[src/rtl/regfile_rename_mw_pkg.sv]
// regfile_rename_mw_pkg: shared ROB tag width, ENTRY_NULL, NULL-register encoding (bit5), TRUE/FALSE and live-register helper
package regfile_rename_mw_pkg;
  localparam int ROB_W = 4;
  localparam logic [ROB_W-1:0] ENTRY_NULL = '1;
  localparam int REG_NULL_BIT = 5;
  localparam logic TRUE = 1'b1;
  localparam logic FALSE = 1'b0;
  function automatic logic rd_live(input logic [5:0] r);
    return !r[REG_NULL_BIT] && r[4:0] != '0;
  endfunction
endpackage

[src/rtl/regfile_rename_rdport.sv]
// regfile_rename_rdport: one operand read (NULL/x0, in-group forward, busy tag, optional commit bypass under REGFILE_CMT_BYPASS_EN, value); in src/older/iss_rd/iss_tag/busy/tag/value[/byp_en/cmt_*], out q/v
module regfile_rename_rdport
  import regfile_rename_mw_pkg::*;
#(
  parameter int XLEN = 32,
  parameter int ISSUE_W = 2
`ifdef REGFILE_CMT_BYPASS_EN
  ,
  parameter int COMMIT_W = 2
`endif
) (
  input  logic [5:0]               src,
  input  logic [ISSUE_W-1:0]       older,
  input  logic [6*ISSUE_W-1:0]     iss_rd,
  input  logic [ROB_W*ISSUE_W-1:0] iss_tag,
  input  logic                     busy,
  input  logic [ROB_W-1:0]         tag,
  input  logic [XLEN-1:0]          value,
`ifdef REGFILE_CMT_BYPASS_EN
  input  logic                      byp_en,
  input  logic [COMMIT_W-1:0]       cmt_valid,
  input  logic [ROB_W*COMMIT_W-1:0] cmt_tag,
  input  logic [6*COMMIT_W-1:0]     cmt_rd,
  input  logic [XLEN*COMMIT_W-1:0]  cmt_data,
`endif
  output logic [ROB_W-1:0]         q,
  output logic [XLEN-1:0]          v
);
  logic zero, fwd, byp;
  logic [ROB_W-1:0] fwd_tag;
  logic [XLEN-1:0] byp_data;
  always_comb begin
    fwd = FALSE;
    fwd_tag = ENTRY_NULL;
    for (int j = 0; j < ISSUE_W; j++)
      if (older[j] && iss_rd[6*j+:6] == src) begin
        fwd = TRUE;
        fwd_tag = iss_tag[ROB_W*j+:ROB_W];
      end
  end
`ifdef REGFILE_CMT_BYPASS_EN
  always_comb begin
    byp = FALSE;
    byp_data = '0;
    for (int c = 0; c < COMMIT_W; c++)
      if (byp_en && cmt_valid[c] && cmt_rd[6*c+:6] == src && cmt_tag[ROB_W*c+:ROB_W] == tag) begin
        byp = TRUE;
        byp_data = cmt_data[XLEN*c+:XLEN];
      end
  end
`else
  assign byp = FALSE;
  assign byp_data = '0;
`endif
  assign zero = !rd_live(src);
  assign q = zero ? ENTRY_NULL : fwd ? fwd_tag : (busy && !byp) ? tag : ENTRY_NULL;
  assign v = (zero || fwd) ? '0 : !busy ? value : byp ? byp_data : '0;
endmodule

[src/rtl/regfile_rename_mw.sv]
// regfile_rename_mw: multi-issue/multi-commit register file with busy/ROB-tag rename table (optional REGFILE_CMT_BYPASS_EN); in clk/rst/rdy/rollback/iss_*/cmt_*, out Qj/Qk/Vj/Vk per issue lane
module regfile_rename_mw
  import regfile_rename_mw_pkg::*;
#(
  parameter int XLEN = 32,
  parameter int NREG = 32,
  parameter int ISSUE_W = 2,
  parameter int COMMIT_W = 2
) (
  input  logic                      clk,
  input  logic                      rst,
  input  logic                      rdy,
  input  logic                      rollback,
  input  logic [ISSUE_W-1:0]        iss_valid,
  input  logic [6*ISSUE_W-1:0]      iss_rd,
  input  logic [6*ISSUE_W-1:0]      iss_rs1,
  input  logic [6*ISSUE_W-1:0]      iss_rs2,
  input  logic [ROB_W*ISSUE_W-1:0]  iss_tag,
  output logic [ROB_W*ISSUE_W-1:0]  Qj,
  output logic [ROB_W*ISSUE_W-1:0]  Qk,
  output logic [XLEN*ISSUE_W-1:0]   Vj,
  output logic [XLEN*ISSUE_W-1:0]   Vk,
  input  logic [COMMIT_W-1:0]       cmt_valid,
  input  logic [ROB_W*COMMIT_W-1:0] cmt_tag,
  input  logic [6*COMMIT_W-1:0]     cmt_rd,
  input  logic [XLEN*COMMIT_W-1:0]  cmt_data
);
  logic [XLEN-1:0] value_q [NREG];
  logic [XLEN-1:0] value_d [NREG];
  logic [ROB_W-1:0] reorder_q [NREG];
  logic [ROB_W-1:0] reorder_d [NREG];
  logic [NREG-1:0] busy_q, busy_d;
  always_comb begin
    value_d = value_q;
    busy_d = busy_q;
    reorder_d = reorder_q;
    for (int c = 0; c < COMMIT_W; c++)
      if ((rollback || rdy) && cmt_valid[c] && rd_live(cmt_rd[6*c+:6]))
        value_d[cmt_rd[6*c+:5]] = cmt_data[XLEN*c+:XLEN];
    if (rollback) begin
      busy_d = '0;
      reorder_d = '{default: ENTRY_NULL};
    end else if (rdy) begin
      for (int c = 0; c < COMMIT_W; c++)
        if (cmt_valid[c] && rd_live(cmt_rd[6*c+:6]) && reorder_q[cmt_rd[6*c+:5]] == cmt_tag[ROB_W*c+:ROB_W]) begin
          busy_d[cmt_rd[6*c+:5]] = FALSE;
          reorder_d[cmt_rd[6*c+:5]] = ENTRY_NULL;
        end
      for (int k = 0; k < ISSUE_W; k++)
        if (iss_valid[k] && rd_live(iss_rd[6*k+:6])) begin
          busy_d[iss_rd[6*k+:5]] = TRUE;
          reorder_d[iss_rd[6*k+:5]] = iss_tag[ROB_W*k+:ROB_W];
        end
    end
  end
  always_ff @(posedge clk)
    if (rst) begin
      value_q <= '{default: '0};
      busy_q <= '0;
      reorder_q <= '{default: ENTRY_NULL};
    end else begin
      value_q <= value_d;
      busy_q <= busy_d;
      reorder_q <= reorder_d;
    end
  for (genvar k = 0; k < ISSUE_W; k++) begin : g_lane
    localparam logic [ISSUE_W-1:0] OLDER = ISSUE_W'((1 << k) - 1);
    logic [4:0] a, b;
    assign a = iss_rs1[6*k+:5];
    assign b = iss_rs2[6*k+:5];
    regfile_rename_rdport #(
      .XLEN(XLEN), .ISSUE_W(ISSUE_W)
`ifdef REGFILE_CMT_BYPASS_EN
      , .COMMIT_W(COMMIT_W)
`endif
    ) u_j (
      .src(iss_rs1[6*k+:6]), .older(iss_valid & OLDER), .iss_rd(iss_rd), .iss_tag(iss_tag),
      .busy(busy_q[a]), .tag(reorder_q[a]), .value(value_q[a]),
`ifdef REGFILE_CMT_BYPASS_EN
      .byp_en(rdy && !rollback), .cmt_valid(cmt_valid), .cmt_tag(cmt_tag), .cmt_rd(cmt_rd), .cmt_data(cmt_data),
`endif
      .q(Qj[ROB_W*k+:ROB_W]), .v(Vj[XLEN*k+:XLEN])
    );
    regfile_rename_rdport #(
      .XLEN(XLEN), .ISSUE_W(ISSUE_W)
`ifdef REGFILE_CMT_BYPASS_EN
      , .COMMIT_W(COMMIT_W)
`endif
    ) u_k (
      .src(iss_rs2[6*k+:6]), .older(iss_valid & OLDER), .iss_rd(iss_rd), .iss_tag(iss_tag),
      .busy(busy_q[b]), .tag(reorder_q[b]), .value(value_q[b]),
`ifdef REGFILE_CMT_BYPASS_EN
      .byp_en(rdy && !rollback), .cmt_valid(cmt_valid), .cmt_tag(cmt_tag), .cmt_rd(cmt_rd), .cmt_data(cmt_data),
`endif
      .q(Qk[ROB_W*k+:ROB_W]), .v(Vk[XLEN*k+:XLEN])
    );
  end
endmodule

[config.mk]
export PLATFORM = sky130hd
export DESIGN_NAME = regfile_rename_mw
export DESIGN_NICKNAME = d
export VERILOG_FILES = /design/src/rtl/regfile_rename_mw_pkg.sv /design/src/rtl/regfile_rename_rdport.sv /design/src/rtl/regfile_rename_mw.sv
export SDC_FILE = /design/constraint.sdc
export NUM_CORES = 2
export LEC_CHECK = 0
export CORE_ASPECT_RATIO = 0.8
export CORE_UTILIZATION = 35
export CTS_CLUSTER_DIAMETER = 100
export DETAILED_ROUTE_END_ITERATION = 8
export PLACE_DENSITY = 0.5
export SYNTH_ARGS = -nofsm -noshare
export SYNTH_HDL_FRONTEND = slang
export SYNTH_HIERARCHICAL = 1
export SYNTH_SLANG_ARGS = --single-unit
[constraint.sdc]
create_clock -name clk -period 15.4 [get_ports clk]
set_clock_uncertainty 0.05 [all_clocks]
set_input_delay 3.08 -clock clk [delete_from_list [all_inputs] [get_ports clk]]
set_output_delay 3.08 -clock clk [all_outputs]
set_load 0.02 [all_outputs]
After elaboration in Yosys (flattened, before gate mapping). Cells that the tools add are included. Widths: inputs -> output; s select.

Bits in registers: 1184. Input bits: 136. Output and inout bits: 144. Word-level logic and storage cells: 265.

Magnitude comparators: 24. Equal/unequal tests: 4. Mux-type cells: 106. Bitwise gates (word level): 16. Reduce and logical (&&, ||, !) cells: 50.

Operators by type and width (number): $bwmux 1024 (2); $mux 1024 (2); $mux 128 (10); $mux 32 (28); $bmux 32 s5 (4); $demux 32 s5 (2); $bwmux 128 (2); $or 128x128->128 (2); $bmux 4 s5 (6); $mux 4 (28); $demux 4 s5 (4); $and 32x32->32 (2); $not 32->32 (2); $or 32x32->32 (2); $ge 6x6->1 const B (8); $lt 5x6->1 const B (8); $not 5->6 (8); $reduce_bool 5->1 (8); $logic_and 1x1->1 (28); $lt 6x1->1 const B (4); $bmux 1 s5 (4); $demux 1 s5 (4); $ge 5x1->1 const B (4); $eq 6x6->1 (2); 5 further kinds (26).

Longest topological paths before layout.
Word-level depth: 19. Gate-level depth with buffers: 13. Depth with buffers taken out: 8.

Cells and area by module. Netlist, hierarchy kept.

By module, submodules not included: regfile_rename_mw (instances 1, cells an instance 8829, area each 92740.2 µm², seq. area each 23702.7 µm²); regfile_rename_rdport (instances 4, cells an instance 81, area each 656.9 µm², seq. area each 0.0 µm²).

Worst setup path before layout. Ideal clock, no wire load.

Path type: in2out. From: input port iss_rs1[0]. To: output port Vj[1]. Arrival time: 6.605 ns. Required time: 12.270 ns. Setup slack: 5.665 ns. Stages: 9. Buffers on the path: 4. Path through: clkbuf_1 -> clkbuf_1 -> buf_1 -> mux4_2 -> mux4_2 -> mux2_2 -> a211o_4 -> buf_6 -> nor3b_1.

Longest elaborated chain between the ends: 6. Elaborated cells on any way between the ends: 10. Those cells by class: 7 x mux; 1 x bitwise; 2 x reduce/logical.

RTL lines: start: declaration (RTL line regfile_rename_mw.sv:16) `input logic [6*ISSUE_W-1:0] iss_rs1,`; $not 5->6 (not written as such) (RTL line regfile_rename_mw.sv:78) `.busy(busy_q[a]), .tag(reorder_q[a]), .value(value_q[a]),`; $bmux 32 s5 (RTL line regfile_rename_mw.sv:78); $mux 32 (not written as such) (2 in series) (RTL line regfile_rename_mw.sv:78); $mux 32 (RTL line regfile_rename_rdport.sv:57) `assign v = (zero || fwd) ? '0 : !busy ? value : byp ? byp_data : '0;`; $mux 32 (*) (RTL line regfile_rename_rdport.sv:57); end: declaration (RTL line regfile_rename_mw.sv:21) `output logic [XLEN*ISSUE_W-1:0] Vj,`.

Every way passes the cells marked *; elsewhere a longest branch is shown, timed or not. The select of a mux whose other input is x is not followed.

Final worst setup path.
From: input port iss_rs1[0]. To: output port Vj[0].

The elaborated chain is that of the path after synthesis.

==> results.json <==
{
  "cts_tree": "yes",
  "hp-class": "flop to flop",
  "p_per_area_nw_per_um2": 75.1,
  "clk_latency_ns": 0.85,
  "drtPass1Iterations": 7,
  "tns_ns": 0,
  "crit_start": "iss_rs1[0]",
  "fmax_ghz": 0.0912,
  "first_iter_violations": 15100,
  "cp_cell_sequence": "buf_8, buf_12, buf_12, mux4_2, mux4_2, mux2_2, nor3b_1, clkdlybuf4s50_1",
  "wire_per_inst_um": 38.8,
  "grt_max_degree": 192,
  "nFillCells": 26000,
  "hold_viol": 0,
  "grt_pass1_wl_um": 668000,
  "status": "finished with violations",
  "numClockSinks": 1184,
  "path_clk_slew_ns": 0.06,
  "p_leak_nw": 34.0,
  "p_total_mw": 7.94,
  "yosys_most_used_dff": "dfxtp_1",
  "postSynthCellCount": 9153,
  "relSlewSlack": -3.04,
  "gp_congestion": 0.968,
  "drt.antenna.violating_nets": 0,
  "initial_core_util": 0.352,
  "yosysWarningCount": 6,
  "drt-vias-per-instance": 7.20,
  "syn_area_per_cell_um2": 10.4,
  "grt_pass1_vias": 83300,
  "synth_cell_types": 65,
  "netlist_area_um2": 95400,
  "fp.dieArea_um2": 275000,
  "final-setup-viol-count": 0,
  "grt_use_total": 0.342,
  "cts_made_buffers": 153,
  "ctsHtreeMaxLevel": 4,
  "drt_wl_total_um": 482000,
  "irDropWorstVdd_uv": 82.3,
  "slowest_stage": "clkdlybuf4s50_1",
  "period_needed_ns": 10.96,
  "grt-ovfl-total": 0,
  "critPathKind": "input port to primary output",
  "critPathLaunchType": "input port",
  "failed_checks": "slew limit",
  "wl_met3_um": 75100,
  "cts-resized-gates": 0,
  "hpwl_um": 278000,
  "crit_path_end_kind": "primary output",
  "synth_edf_count": 0,
  "ff2ff_setup_slack_ns": 10.55,
  "worstMarginPinSlew_ns": 6.04,
  "crit_required_ns": 12.27,
  "area_growth_pct": 10.8,
  "met1_length_um": 182000,
  "grt_setup_unrepaired": "false",
  "cp.arrival_ns": 7.83,
  "dr_total_vias": 89300,
  "routed-wl-met2_um": 196000,
  "antenna_found_initial": 42,
  "core_area_um2": 271000,
  "post_cts.repair.setup_buffers": 0,
  "cts_root_buf": "clkbuf_16",
  "r2r_cells": 8,
  "drive_gt1_frac": 0.266,
  "die_h_um": 469,
  "dr.max_layer_used": "met5",
  "fin_nets": 8795,
  "r2r-end": "busy_q[23]",
  "numPortBuffers": 279,
  "drv_slew": 66,
  "pin_count": 280,
  "fin_crit_sh": 0.712,
  "drc": 0,
  "max_stage_delay_ns": 0.65,
  "cts_buffer_depth": 4,
  "rows": 171,
  "r2r-start": "reorder_q[42]",
  "layout_commonest_cell": "mux4_2",
  "critPathMaxFanout": 93,
  "synth.ff_latch_count": 1184,
  "max_cap_viol_count": 0,
  "ys_seq_area_frac": 0.249,
  "ys_async_sr_fraction": 0,
  "mostFrequentLayoutCells": "mux4_2 (1512), nor2_1 (1188), dfxtp_1 (1184), nand3_1 (607), nand2_1 (593)",
  "die_w_um": 586,
  "cts_hold_buf": 0,
  "critPathCapture": "Vj[0]"
}
-- power by group --
| part | internal (mW) | total [mW] | switching [mW] |
|---|---|---|---|
| logic | 0.341 | 1.09 | 0.752 |
| clock network | 2.15 | 3.72 | 1.58 |
| registers | 3.09 | 3.12 | 0.0317 |
-- sequential cells by signal (all words and copies together) (netlist names) --
register   count
busy_q        32
reorder_q    128
value_q     1024
-- cell usage after synthesis (36+ instances only) --
master	instances	share of area
nor2_1	1208	0.048
nor3b_1	107	0.0084
nor3_1	36	0.0019
a31oi_1	38	0.0025
o21a_1	95	0.0075
or3_1	96	0.0063
o21ai_0	150	0.0079
nor2b_1	51	0.0033
mux2i_1	578	0.061
xnor2_1	38	0.0035
a21oi_1	166	0.0087
buf_2	48	0.0025
buf_1	174	0.0068
nand2_1	649	0.026
mux4_2	1512	0.36
clkbuf_1	946	0.037
nand3_1	607	0.032
mux2_2	148	0.017
a311oi_1	483	0.044
dfxtp_1	1184	0.25
a211oi_1	551	0.043
-- worst min-delay path by stage --
stage                             start            end  slack (ns)  depth (start not counted)
after CTS                 value_q[1013]  value_q[1013]        0.45                          1
after global routing       value_q[993]   value_q[993]        0.47                          1
after detailed placement  value_q[1011]  value_q[1011]        0.45                          1
after global placement     value_q[995]   value_q[995]        0.44                          1
final                     value_q[1011]  value_q[1011]        0.45                          1
after floorplan           value_q[1000]  value_q[1000]        0.42                          1
-- kinds of logic after synthesis --
kind of cell    synth area share
simple gates               0.135
mux                        0.435
compound gates             0.127
buf+inv                   0.0497
flops                      0.249
xor+xnor                 0.00459
other cells            0.0000393
-- metal layers --
layer,vias to the layer above,GRT usage
li1,35200,-
met1,45100,0.452
met2,7462,0.477
met3,1460,0.140
met4,46,0.172
met5,-,0.00740
-- layout make-up --
cell class / count / area, um^2 / area share
Antenna cell: 13 / 32.5 / 0.000308
Clock buffer: 204 / 4320 / 0.0409
Clock inverter: 50 / 571 / 0.00540
Inverter: 9 / 33.8 / 0.000320
Multi-Input combinational cell: 6775 / 67500 / 0.639
Sequential cell: 1184 / 23700 / 0.224
Tap cell: 3633 / 4550 / 0.0430
Timing Repair Buffer: 536 / 4900 / 0.0464
-- metrics by stage --
step	utilization	setup WS (ns)	cell area (um^2)	hold slack (ns)	std cells
2_1_floorplan	-	5.67	95400	0.425	9162
3_3_place_gp	0.372	4.37	101000	0.435	12100
3_5_place_dp	0.372	4.36	101000	0.445	12100
4_1_cts	0.390	4.36	106000	0.455	12400
5_1_grt	0.390	4.29	106000	0.467	12400
6_report	0.390	4.44	106000	0.453	12400
-- worst max-delay path: cells and delay by family --
family / cells / cell delay [ns]
buffers and inverters: 4 / 2.19
multiplexers: 3 / 1.49
AND/OR/NAND/NOR: 1 / 0.19
Power figures use the tool's default switching activity.
